**config.mk**
```make
export PLATFORM = sky130hd
export DESIGN_NAME = owm_avalon_master_flat
export DESIGN_NICKNAME = d
export VERILOG_FILES = /design/src/rtl/owm_avalon_master_if.sv /design/src/rtl/owm_avalon_master.sv /design/src/flat_wrapper.sv
export SDC_FILE = /design/constraint.sdc
export NUM_CORES = 1
export LEC_CHECK = 0
export ABC_CLOCK_PERIOD_IN_PS = 2400
export CORE_AREA = 2 2 84 86
export DETAILED_ROUTE_END_ITERATION = 10
export DIE_AREA = 0 0 86 88
export GPL_ROUTABILITY_DRIVEN = 0
export HOLD_SLACK_MARGIN = 0.1
export PLACE_DENSITY = 0.85
export SYNTH_ARGS = -nofsm -noshare
export SYNTH_HDL_FRONTEND = slang
export SYNTH_SLANG_ARGS = --single-unit
```
**constraint.sdc**
```tcl
create_clock -name clk_i -period 2.4 [get_ports clk_i]
set_input_delay 0.6 -clock clk_i [delete_from_list [all_inputs] [get_ports clk_i]]
set_output_delay 0.6 -clock clk_i [all_outputs]
set_load 0.01 [all_outputs]
```
**src/rtl/owm_avalon_master_if.sv**
```systemverilog
`default_nettype none
`timescale 1ns/1ps
// ============================================================================
//  Module   : owm_avalon_master_if
//  Purpose  : Avalon-MM register-port bundle for the 1-Wire bus master.
//             The CPU side uses the master modport; the peripheral uses slave.
//  Revision : 1.0 - initial release
// ============================================================================
interface owm_avalon_master_if;
  logic [1:0]  avs_address;
  logic        avs_read;
  logic        avs_write;
  logic [31:0] avs_writedata;
  logic [31:0] avs_readdata;

  modport slave (
    input  avs_address,
    input  avs_read,
    input  avs_write,
    input  avs_writedata,
    output avs_readdata
  );

  modport master (
    output avs_address,
    output avs_read,
    output avs_write,
    output avs_writedata,
    input  avs_readdata
  );
endinterface
`default_nettype wire

```
**src/rtl/owm_avalon_master.sv**
```systemverilog
`default_nettype none
`timescale 1ns/1ps
// ============================================================================
//  Module   : owm_avalon_master
//  Purpose  : Avalon-MM slave 1-Wire bus master. Generates standard-speed
//             reset/presence and read/write slots from a 1 us tick and drives
//             an open-drain buffer (ow_o: 0 = pull low, 1 = release).
//  Options  : OWM_IRQ_EN - when defined, irq_o = DONE & IE (registered);
//             otherwise irq_o is tied low.
//  Revision : 1.0 - initial release
// ============================================================================
module owm_avalon_master #(
  parameter int CLK_DIV     = 50,
  parameter int SYNC_STAGES = 2
) (
  input  logic                      clk_i,
  input  logic                      rst_i,
  owm_avalon_master_if.slave        avs,
  output logic                      irq_o,
  output logic                      ow_o,
  input  logic                      ow_i
);

  localparam int                     c_presc_w    = $clog2(CLK_DIV);
  localparam logic [c_presc_w-1:0]   c_presc_last = c_presc_w'(CLK_DIV - 1);

  // Phase-timer compare points: the action for time t fires on the tick
  // that advances the timer from t-1 to t.
  localparam logic [8:0] c_t_reset_last = 9'd479;  // 480 us low / release
  localparam logic [8:0] c_t_presence   = 9'd69;   // presence sample at 70 us
  localparam logic [8:0] c_t_low1       = 9'd5;    // 6 us low for a 1 bit
  localparam logic [8:0] c_t_low0       = 9'd59;   // 60 us low for a 0 bit
  localparam logic [8:0] c_t_sample     = 9'd14;   // slot sample at 15 us
  localparam logic [8:0] c_t_slot_last  = 9'd79;   // 70 us + 10 us recovery

  typedef enum logic [2:0] {
    IDLE     = 3'd0,
    RST_LOW  = 3'd1,
    RST_REL  = 3'd2,
    SLOT_LOW = 3'd3,
    SLOT_REL = 3'd4,
    FINISH   = 3'd5
  } state_t;

  state_t                 r_state;
  logic [SYNC_STAGES-1:0] r_sync;
  logic [c_presc_w-1:0]   r_presc;
  logic [8:0]             r_t;
  logic                   r_ow;
  logic                   r_busy;
  logic                   r_done;
  logic                   r_presence;
  logic                   r_last_bit;
  logic                   r_ie;
  logic [7:0]             r_tx;
  logic [7:0]             r_rx;
  logic [7:0]             r_shift;
  logic [2:0]             r_bitcnt;
  logic                   r_byte_mode;
  logic [31:0]            r_readdata;

  logic        w_ow_sync;
  logic        w_tick;
  logic        w_wr_ctrl;
  logic        w_rd_ctrl;
  logic        w_accept;
  logic        w_slot_sample;
  logic [8:0]  w_low_last;
  logic [31:0] w_wd;
  logic        w_unused_wd;

  assign w_wd          = avs.avs_writedata;
  assign w_ow_sync     = r_sync[SYNC_STAGES-1];
  assign w_tick        = (r_presc == c_presc_last);
  assign w_wr_ctrl     = avs.avs_write && (avs.avs_address == 2'd0);
  assign w_rd_ctrl     = avs.avs_read  && (avs.avs_address == 2'd0);
  assign w_accept      = w_wr_ctrl && (|w_wd[2:0]) && !r_busy;
  assign w_slot_sample = w_tick && (r_t == c_t_sample) &&
                         ((r_state == SLOT_LOW) || (r_state == SLOT_REL));
  assign w_low_last    = r_shift[0] ? c_t_low1 : c_t_low0;
  assign w_unused_wd   = ^{w_wd[31:17], w_wd[15:9], w_wd[7:3]};

  assign ow_o             = r_ow;
  assign avs.avs_readdata = r_readdata;

  // Bring the asynchronous line state into the clock domain (idle level high).
  always_ff @(posedge clk_i or posedge rst_i) begin
    if (rst_i) r_sync <= '1;
    else       r_sync <= {r_sync[SYNC_STAGES-2:0], ow_i};
  end

  // 1 us prescaler; restarts on command accept so the first tick is CLK_DIV cycles out.
  always_ff @(posedge clk_i or posedge rst_i) begin
    if (rst_i)                   r_presc <= '0;
    else if (w_accept || w_tick) r_presc <= '0;
    else                         r_presc <= r_presc + 1'b1;
  end

  // IE is writable at any time; TX may change mid-byte since the byte is latched at accept.
  always_ff @(posedge clk_i or posedge rst_i) begin
    if (rst_i) begin
      r_ie <= 1'b0;
      r_tx <= 8'd0;
    end else begin
      if (w_wr_ctrl) r_ie <= w_wd[16];
      if (avs.avs_write && (avs.avs_address == 2'd1)) r_tx <= w_wd[7:0];
    end
  end

  // Command sequencer: slot/reset timing, line drive, sampling and status flags.
  always_ff @(posedge clk_i or posedge rst_i) begin
    if (rst_i) begin
      r_state     <= IDLE;
      r_ow        <= 1'b1;
      r_t         <= 9'd0;
      r_busy      <= 1'b0;
      r_done      <= 1'b0;
      r_presence  <= 1'b0;
      r_last_bit  <= 1'b0;
      r_rx        <= 8'd0;
      r_shift     <= 8'd0;
      r_bitcnt    <= 3'd0;
      r_byte_mode <= 1'b0;
    end else begin
      // Read-to-clear; a later assignment in FINISH overrides, so set wins.
      if (w_rd_ctrl) r_done <= 1'b0;

      if (w_slot_sample) begin
        r_last_bit <= w_ow_sync;
        if (r_byte_mode) r_rx <= {w_ow_sync, r_rx[7:1]};
      end

      case (r_state)
        IDLE: begin
          if (w_accept) begin
            r_busy <= 1'b1;
            r_done <= 1'b0;
            r_t    <= 9'd0;
            r_ow   <= 1'b0;
            if (w_wd[0]) begin
              r_state <= RST_LOW;
            end else if (w_wd[2]) begin
              r_state     <= SLOT_LOW;
              r_shift     <= r_tx;
              r_bitcnt    <= 3'd7;
              r_byte_mode <= 1'b1;
            end else begin
              r_state     <= SLOT_LOW;
              r_shift     <= {7'd0, w_wd[8]};
              r_bitcnt    <= 3'd0;
              r_byte_mode <= 1'b0;
            end
          end
        end

        RST_LOW: begin
          if (w_tick) begin
            if (r_t == c_t_reset_last) begin
              r_state <= RST_REL;
              r_ow    <= 1'b1;
              r_t     <= 9'd0;
            end else begin
              r_t <= r_t + 9'd1;
            end
          end
        end

        RST_REL: begin
          if (w_tick) begin
            if (r_t == c_t_presence) r_presence <= ~w_ow_sync;
            if (r_t == c_t_reset_last) begin
              r_state <= FINISH;
              r_t     <= 9'd0;
            end else begin
              r_t <= r_t + 9'd1;
            end
          end
        end

        SLOT_LOW: begin
          if (w_tick) begin
            r_t <= r_t + 9'd1;
            if (r_t == w_low_last) begin
              r_state <= SLOT_REL;
              r_ow    <= 1'b1;
            end
          end
        end

        SLOT_REL: begin
          if (w_tick) begin
            if (r_t == c_t_slot_last) begin
              r_t <= 9'd0;
              if (r_bitcnt == 3'd0) begin
                r_state <= FINISH;
              end else begin
                r_state  <= SLOT_LOW;
                r_ow     <= 1'b0;
                r_bitcnt <= r_bitcnt - 3'd1;
                r_shift  <= {1'b0, r_shift[7:1]};
              end
            end else begin
              r_t <= r_t + 9'd1;
            end
          end
        end

        FINISH: begin
          r_busy  <= 1'b0;
          r_done  <= 1'b1;
          r_state <= IDLE;
        end

        default: begin
          r_state <= IDLE;
          r_ow    <= 1'b1;
        end
      endcase
    end
  end

  // Fixed-latency-1 register read mux; idle cycles return 0.
  always_ff @(posedge clk_i or posedge rst_i) begin
    if (rst_i) begin
      r_readdata <= 32'd0;
    end else if (avs.avs_read) begin
      case (avs.avs_address)
        2'd0:    r_readdata <= {15'd0, r_ie, 7'd0, r_last_bit, 5'd0,
                                r_done, r_presence, r_busy};
        2'd1:    r_readdata <= {24'd0, r_rx};
        2'd2:    r_readdata <= 32'(CLK_DIV);
        default: r_readdata <= 32'd0;
      endcase
    end else begin
      r_readdata <= 32'd0;
    end
  end

`ifdef OWM_IRQ_EN
  logic r_irq;

  // Level interrupt follows DONE & IE one cycle later.
  always_ff @(posedge clk_i or posedge rst_i) begin
    if (rst_i) r_irq <= 1'b0;
    else       r_irq <= r_done & r_ie;
  end

  assign irq_o = r_irq;
`else
  assign irq_o = 1'b0;
`endif

endmodule
`default_nettype wire

```
**src/flat_wrapper.sv**
```systemverilog
// flat-port wrapper written by rule: the top's interface ports become plain ports
module owm_avalon_master_flat 
#(
  parameter int CLK_DIV     = 50,
  parameter int SYNC_STAGES = 2
)
  (clk_i, rst_i, irq_o, ow_o, ow_i, avs_avs_address, avs_avs_read, avs_avs_write, avs_avs_writedata, avs_avs_readdata);
  owm_avalon_master_if avs_i ();
  input  logic clk_i;
  input  logic rst_i;
  output logic irq_o;
  output logic ow_o;
  input  logic ow_i;
  input wire logic [$bits(avs_i.avs_address)-1:0] avs_avs_address;
  input wire logic [$bits(avs_i.avs_read)-1:0] avs_avs_read;
  input wire logic [$bits(avs_i.avs_write)-1:0] avs_avs_write;
  input wire logic [$bits(avs_i.avs_writedata)-1:0] avs_avs_writedata;
  output wire logic [$bits(avs_i.avs_readdata)-1:0] avs_avs_readdata;
  assign avs_i.avs_address = avs_avs_address;
  assign avs_i.avs_read = avs_avs_read;
  assign avs_i.avs_write = avs_avs_write;
  assign avs_i.avs_writedata = avs_avs_writedata;
  assign avs_avs_readdata = avs_i.avs_readdata;
  owm_avalon_master #(.CLK_DIV(CLK_DIV), .SYNC_STAGES(SYNC_STAGES)) u_core (.clk_i(clk_i), .rst_i(rst_i), .avs(avs_i), .irq_o(irq_o), .ow_o(ow_o), .ow_i(ow_i));
endmodule
```
==> metrics.md, run 1 <==
| Metric | Value |
|---|---|
| Number of remaining DRC errors | `0` |
| First-pass GRT wire length | `~11000 um` |
| P_leak | `roughly 1.8 nW` |
| CP startpoint | `u_core.r_t[0]` |
| Max frequency | `427 MHz` |
| Flop2flop setup slack | `between 0.05 and 0.06 ns` |
| Synthesized area | `3320 sq um` |
| FF+latch count, synth | `64` |
| Ys Warns | `0` |
| Root cell of the clock tree | `clkbuf_8` |
| Crit path DAT | `roughly 2.6 ns` |
| Clock buffer depth | `2` |
| Max_cap viols | `0` |
| CP Capture Type | `register` |
| Die Height | `roughly 90 um` |
| I/O Buffers | `27` |
| Post-synthesis sequential area ratio | `48.4%` |
| Num ports | `73` |
| Post-DP Area | `3700 sq um` |
| Final period utilization | `97.7%` |
| Pin count of the biggest net entering global routing | `between 60 and 70` |
| Crit path max-delay family | `simple AND/OR/NAND/NOR gates` |
| Slowest-stage cell, CP | `or4_4` |
| Critical Path Stages | `7` |
| Post-synth ARST share | `100%` |
| Clk sinks | `64` |
| Worst-path maximum fanout | `6` |
| Iteration count of the initial detailed-routing pass | `4` |
| Crit path capture | `u_core.r_t[3]` |
| # H-tree levels | `3` |
| FF-to-FF End | `u_core.r_t[3]` |
| N_diodes | `0` |
| Critical Path RT | `2.64 ns` |
| Worst-margin pin slew | `~0.57 ns` |
| DR WL/cell | `between 15 and 20 um` |
| Grt total ovfl | `0` |
| Crit Reg-Reg Startpoint | `u_core.r_t[0]` |
| Final setup fails | `0` |
| Via count | `2540` |
| Clk_skew | `around 0.012 ns` |
| Vias in the first global route | `between 2000 and 2500` |
| GR Util All Layers | `19.4%` |
| Syn-to-layout area delta | `21.1%` |
| Initial core utilization | `between 40% and 50%` |
| Final Max Slew Viols | `0` |
| Clk_lat worst skew | `approximately 0.36 ns` |
| Hold Violations, Final | `0` |
| Syn_area_per_cell | `10.1 sq um` |
| Die area | `~7600 sq um` |
| Detail Placement HPWL | `4610 um` |
| Initial antenna violation count | `0` |
| Maximum VDD drop | `between 0.3 and 0.4 mV` |
| PwrDens | `approximately 610 nW/um^2` |
| Reg2reg path depth | `7` |
| Min-delay worst type | `reg -> reg` |
| Rows | `30` |
| Total CTS buffers | `9` |
| Layout cells sized above 1 | `between 20% and 30%` |
| Primary FF master, synth | `dfrtp_1` |
| Post-synth cell types | `just over 60` |
| TritonCTS clock tree | `built` |
| Crit path time final | `roughly 2.3 ns` |
| DR iter-0 viols | `227` |
| EDFF count, synth | `0` |
| Relative slew slack | `61.7%` |
| Status | `completed` |
| Core area | `6640 sq um` |
| Crit path kind | `reg -> reg` |
| DRT Wirelength | `7130 um` |
| Max stage delay on crit path | `between 0.5 and 0.6 ns` |
| Hold Buf Count CTS | `0` |
| Setup crit start kind | `register` |
| Clk pin slew, worst setup/hold paths | `0.08 ns` |
| Detail-routed via count per cell | `roughly 5.5` |
| Critical path cell sequence | `ha_2 -> nand3_1 -> or4_4 -> maj3_2 -> a22oi_4 -> a2bb2oi_1 -> o31ai_2` |
| Final ANT Viol Nets | `0` |
| Fin nets | `between 400 and 500` |
| Final instance area | `roughly 4000 sq um` |
| Post-Synthesis Cells | `~330` |
| Bufs and invs on worst path | `0` |
| Overall power | `about 2.5 mW` |
| Die Wd | `between 80 and 90 um` |
-- synth_stat cells, types with 2 or more instances --
| master | count | share of area, % |
|---|---|---|
| mux2i_1 | 4 | 1.2 |
| dfstp_2 | 3 | 2.4 |
| nand4_1 | 5 | 0.94 |
| xor2_1 | 2 | 0.53 |
| buf_6 | 2 | 0.68 |
| nor2b_1 | 2 | 0.38 |
| xnor2_1 | 2 | 0.53 |
| a31oi_1 | 7 | 1.3 |
| nand2b_1 | 3 | 0.57 |
| inv_1 | 10 | 1.1 |
| or4_1 | 2 | 0.45 |
| mux2_2 | 20 | 6.8 |
| nand3_1 | 19 | 2.9 |
| buf_4 | 24 | 5.4 |
| clkbuf_1 | 3 | 0.34 |
| o21ai_0 | 17 | 2.6 |
| o21a_1 | 2 | 0.45 |
| dfrtp_1 | 61 | 46 |
| or3_1 | 2 | 0.38 |
| a211oi_1 | 2 | 0.45 |
| and2_1 | 3 | 0.57 |
| o2bb2ai_1 | 2 | 0.53 |
| o21bai_1 | 2 | 0.45 |
| a21oi_1 | 6 | 0.91 |
| o31ai_2 | 2 | 0.75 |
| nor2_1 | 30 | 3.4 |
| and3_1 | 4 | 0.75 |
| a21boi_0 | 3 | 0.68 |
| nand2_1 | 35 | 4.0 |
| buf_2 | 4 | 0.60 |
| nand3b_1 | 3 | 0.68 |
| ha_1 | 7 | 2.6 |
| o41ai_1 | 2 | 0.53 |
| o22ai_1 | 2 | 0.38 |
| nor3_1 | 4 | 0.60 |
-- routing by layer --
layer | up-vias | global-route usage, % | wire, um
li1 | 1204 | - | -
met1 | 1234 | 23.7 | 2970
met2 | 86 | 32.2 | 3620
met3 | 16 | 5.18 | 389
met4 | 0 | 9.09 | 155
met5 | - | 0 | 0
-- layout by cell type, fill, tap and decap left out, types with 2 or more instances in the layout --
master	instances
a211oi_1	2
a21boi_0	3
a21oi_1	6
a31oi_1	7
and2_1	3
and3_1	4
buf_4	25
bufinv_16	3
clkbuf_8	9
clkdlybuf4s50_1	24
conb_1	23
dfrtp_1	61
dfstp_2	3
dlymetal6s2s_1	2
ha_1	6
inv_1	9
inv_6	3
mux2_2	20
mux2i_1	4
nand2_1	35
nand2b_1	3
nand3_1	19
nand3b_1	3
nand4_1	5
nor2_1	30
nor2b_1	2
nor3_1	4
o21a_1	2
o21ai_0	17
o21bai_1	2
o22ai_1	2
o2bb2ai_1	2
o41ai_1	2
or3_1	2
or4_1	2
xnor2_1	2
xor2_1	2
-- worst min-delay path by stage --
stage                             to             start  cells past startpoint
floorplan           u_core.r_sync[1]  u_core.r_sync[0]                      0
global placement    u_core.r_sync[1]  u_core.r_sync[0]                      0
detailed placement  u_core.r_sync[1]  u_core.r_sync[0]                      0
CTS                 u_core.r_sync[1]  u_core.r_sync[0]                      0
global route        u_core.r_sync[1]  u_core.r_sync[0]                      0
finish              u_core.r_sync[1]  u_core.r_sync[0]                      0
-- stage by stage --
step	hold WS [ns]	worst slack, ns	utilization [%]	instances	setup TNS [ns]
4_1_cts	0.357	0.0110	60.2	464	0
3_5_place_dp	0.347	-0.393	55.7	443	-6.50
3_3_place_gp	0.346	-0.361	55.7	443	-5.93
6_report	0.357	0.0559	60.5	465	0
2_1_floorplan	0.345	0.0387	-	349	0
5_1_grt	0.362	-0.00759	60.5	465	-0.00759
-- power breakdown --
part | leakage [nW] | switching, mW | internal, mW | total (mW)
Combinational | 0.900 | 0.0753 | 0.0707 | 0.146
Clock | 0.125 | 0.475 | 0.702 | 1.18
Sequential | 0.806 | 0.0181 | 1.11 | 1.13
Total | 1.83 | 0.568 | 1.89 | 2.45
-- cell type report --
| class | count | area, sq um |
|---|---|---|
| fillers | 508 | 2630 |
| well taps | 80 | 100 |
| clock buffers | 9 | 124 |
| inverters | 11 | 41.3 |
| multi-input cells | 240 | 1530 |
| repair buffers | 54 | 493 |
| flip-flops and latches | 64 | 1610 |
| clock inverters | 7 | 125 |
-- registers in the layout (all words and copies together) (netlist names), 2 cells and up --
name and cells:
u_core.avs.avs_readdata 10, u_core.r_bitcnt 3, u_core.r_presc 6, u_core.r_rx 8
u_core.r_shift 8, u_core.r_state 3, u_core.r_sync 2, u_core.r_t 9
u_core.r_tx 8
-- worst register-to-register path, cell delays in order, from the launching register on --
cell and delay (ns):
dfrtp_1 0.36, ha_2 0.21, nand3_1 0.12, or4_4 0.56, maj3_2 0.35, a22oi_4 0.25
a2bb2oi_1 0.26, o31ai_2 0.10
-- cell families after synthesis --
logic type | Yosys count | share of synthesized area (%)
and+or+nand+nor | 123 | 18.6
DFF | 64 | 48.4
AOI/OAI and AO/OA | 58 | 12.4
buffers and inverters | 45 | 8.45
muxes | 24 | 7.99
adders and majority gates | 8 | 2.98
xor gates and xnor gates | 4 | 1.06
other | 1 | 0.113
-- what timing repair did --
item                                    4_1_cts  5_1_grt
resized for setup                             3        4
setup buffers                                 5        1
endpoints found under the setup margin        4        5
pin swaps                                     1        4
Power figures use the tool's default switching activity.
==> inputs of run 2 (changes only) <==
--- a/config.mk
+++ b/config.mk
@@ -6,12 +6,13 @@
 export NUM_CORES = 1
 export LEC_CHECK = 0
 export ABC_CLOCK_PERIOD_IN_PS = 2400
-export CORE_AREA = 2 2 84 86
+export CORE_AREA = 5 5 82 84
 export DETAILED_ROUTE_END_ITERATION = 10
-export DIE_AREA = 0 0 86 88
+export DIE_AREA = 0 0 87 89
+export DONT_BUFFER_PORTS = 1
 export GPL_ROUTABILITY_DRIVEN = 0
 export HOLD_SLACK_MARGIN = 0.1
-export PLACE_DENSITY = 0.85
+export PLACE_DENSITY = 0.78
 export SYNTH_ARGS = -nofsm -noshare
 export SYNTH_HDL_FRONTEND = slang
 export SYNTH_SLANG_ARGS = --single-unit
==> metrics.md, run 2 (synthesis gave the netlist of run 1 again) <==
| Metric | Value |
|---|---|
| Clk_lat worst skew | `0.35 ns (about the same)` |
| Worst Slack Setup Final | `0.0967 ns (+0.0407 ns)` |
| Die area | `7740 sq um (+2.3%)` |
| Vias in the first global route | `2289 (-5.4%)` |
| Clock buffer depth | `2 (unchanged)` |
| Clk_skew | `0.00835 ns (-0.00386 ns)` |
| Number of remaining DRC errors | `0 (unchanged)` |
| Root cell of the clock tree | `clkbuf_8` |
| Via count | `2364 (-6.9%)` |
| Worst-path maximum fanout | `7 (+1)` |
| # H-tree levels | `3 (unchanged)` |
| Initial core utilization | `56.7% (+6.8 points)` |
| Hold Violations, Final | `0 (unchanged)` |
| Detail-routed via count per cell | `5.56 (+1.8%)` |
| Die Height | `89 um (+1.1%)` |
| Post-DP Area | `3400 sq um (-8.1%)` |
| Final instance area | `3690 sq um (-8.1%)` |
| Min-delay worst type | `in -> reg` |
| CP Capture Type | `register` |
| Pin count of the biggest net entering global routing | `39 (-40%)` |
| Num ports | `73 (unchanged)` |
| DR WL/cell | `14.9 um (-2.8%)` |
| Max reg flops | `10 (unchanged)` |
| Die Wd | `87 um (+1.2%)` |
| Most frequent cells in the layout | `dfrtp_1, nand2_1, nor2_1` |
| Iteration count of the initial detailed-routing pass | `4 (unchanged)` |
| Rows | `28 (-6.7%)` |
| Pint | `1.88 mW (-0.49%)` |
| Crit path DAT | `2.54 ns (-0.05 ns)` |
| Crit path time final | `2.30 ns (-0.0407 ns)` |
| Maximum VDD drop | `0.580 mV (+78%)` |
| FF/Latch Area | `1610 sq um (unchanged)` |
| Final Max Slew Viols | `0 (unchanged)` |
| Setup crit start kind | `register` |
| DR iter-0 viols | `170 (-25%)` |
| Setup TNS | `0 ns (unchanged)` |
| Clk sinks | `64 (unchanged)` |
| First-pass GRT wire length | `10600 um (-6.2%)` |
| Total CTS buffers | `9 (unchanged)` |
| GR Util All Layers | `17.8% (-1.6 points)` |
| Fin nets | `391 (-8.2%)` |
| Switching portion of total power | `21.4% (-1.7 points)` |
| I/O Buffers | `0 (-100%)` |
| Initial antenna violation count | `0 (unchanged)` |
| Relative slew slack | `58.4% (-3.3 points)` |
| Comb pwr share | `4.1% (-1.8 points)` |
| PwrDens | `647 nW/um^2 (+5.9%)` |
| Max frequency | `434 MHz (+1.8%)` |
| Final period utilization | `96.0% (-1.7 points)` |
| Final ANT Viol Nets | `0 (unchanged)` |
| Crit path kind | `reg -> reg` |
| Worst-margin pin slew | `0.621 ns (+0.0476 ns)` |
| Sequential power share | `47.4% (+1.3 points)` |
| Layout cells sized above 1 | `22.0% (-0.078 points)` |
| Status | `completed` |
| DRT Wirelength | `6340 um (-11%)` |
| TritonCTS clock tree | `built` |
| RSZ-0062 raised after global routing | `false` |
| Clk pin slew, worst setup/hold paths | `0.07 ns (about the same)` |
| Most common cell after layout, fill and taps aside | `dfrtp_1` |
| Grt total ovfl | `0 (unchanged)` |
| Pre-CTS setup slack | `0.0304 ns (+0.424 ns)` |
| Final setup fails | `0 (unchanged)` |
| NetSw | `0.511 mW (-10%)` |
| Footprint of the multi-input gates | `1540 sq um (+0.49%)` |
| Syn-to-layout area delta | `11.3%` |
| P_leak | `1.67 nW (-8.7%)` |
| Fill cell count | `471 (-7.3%)` |
| Clock share of power | `48.5% (+0.5 points)` |
| Detail Placement HPWL | `4630 um (+0.45%)` |
| N_diodes | `0 (unchanged)` |
| Max_cap viols | `0 (unchanged)` |
| Critical Path RT | `2.63 ns (about the same)` |
| Core area | `5850 sq um (-12%)` |
run 2: changes by cell type in the layout (fill, tap and decap cells not counted), moves of 2 or more:
cell             delta
clkinv_4            +2
dlymetal6s2s_1      -2
inv_6               -3
clkdlybuf4s50_1    -24
buf_4               -9
run 2: area by class of cell:
cell class	instances	share of cell area [%]
clock buffers	10	3.73
clock inverters	6	3.15
inverters	11	1.12
multi-input cells	240	41.6
flip-flops and latches	64	43.5
well taps	75	2.54
repair buffers	19	4.37
run 2: repair_timing:
action / 4_1_cts / 5_1_grt
endpoints found under the hold margin: 2 / 0
resized for setup: 0 / 5
buffers inserted: 0 / 0
hold buffers: 1 / 0
endpoints found under the setup margin: 0 / 7
run 2: routing by layer:
metal,up-vias,GRT usage (%),part of all wire [%],wire length [um]
met5,-,0,0,0
met4,0,9.21,2.0,126
met3,13,4.61,5.1,326
met2,55,27.8,48,3040
met1,1155,23.0,45,2840
li1,1141,-,-,-
run 2: critical path, stage by stage, from the launching register on:
cell and delay (ns):
dfrtp_1 0.39, ha_4 0.17, nand3_1 0.12, or4_4 0.56, maj3_2 0.35, a22oi_4 0.27, buf_6 0.15, o21bai_1 0.07
o2bb2ai_1 0.12
run 2: power groups by stage:
stage | sequential [mW] | clock, mW | combinational (mW)
2_1_floorplan | 1.15 | 0 | 0.111
3_3_place_gp | 1.15 | 0 | 0.0941
3_5_place_dp | 1.15 | 0 | 0.0980
4_1_cts | 1.13 | 1.17 | 0.0997
5_1_grt | 1.14 | 1.23 | 0.112
6_report | 1.13 | 1.16 | 0.0984
run 2: per-stage QoR:
| step | cells | hold slack, ns | utilization, % | power (mW) |
|---|---|---|---|---|
| finish | 425 | 0.246 | 63.1 | 2.39 |
| global route | 425 | 0.222 | 63.1 | 2.48 |
| CTS | 425 | 0.236 | 62.7 | 2.41 |
| detailed placement | 408 | 0.349 | 58.2 | 1.25 |
| global placement | 408 | 0.346 | 58.2 | 1.25 |
| floorplan | 349 | 0.345 | - | 1.26 |
run 2: final timing paths:
path / cells past startpoint / startpoint / slack (ns) / end
setup / recovery: 8 / u_core.r_t[0] / 0.1 / u_core.r_t[8]
hold / removal: 0 / ow_i / 0.25 / u_core.r_sync[0]
hold reg to reg: 0 / u_core.r_sync[0] / 0.36 / u_core.r_sync[1]
max in group asynchronous: 3 / rst_i / 1.27 / u_core.ow_o
setup reg to reg: 8 / u_core.r_t[0] / 0.1 / u_core.r_t[8]
min in group asynchronous: 2 / rst_i / 0.57 / u_core.r_tx[4]
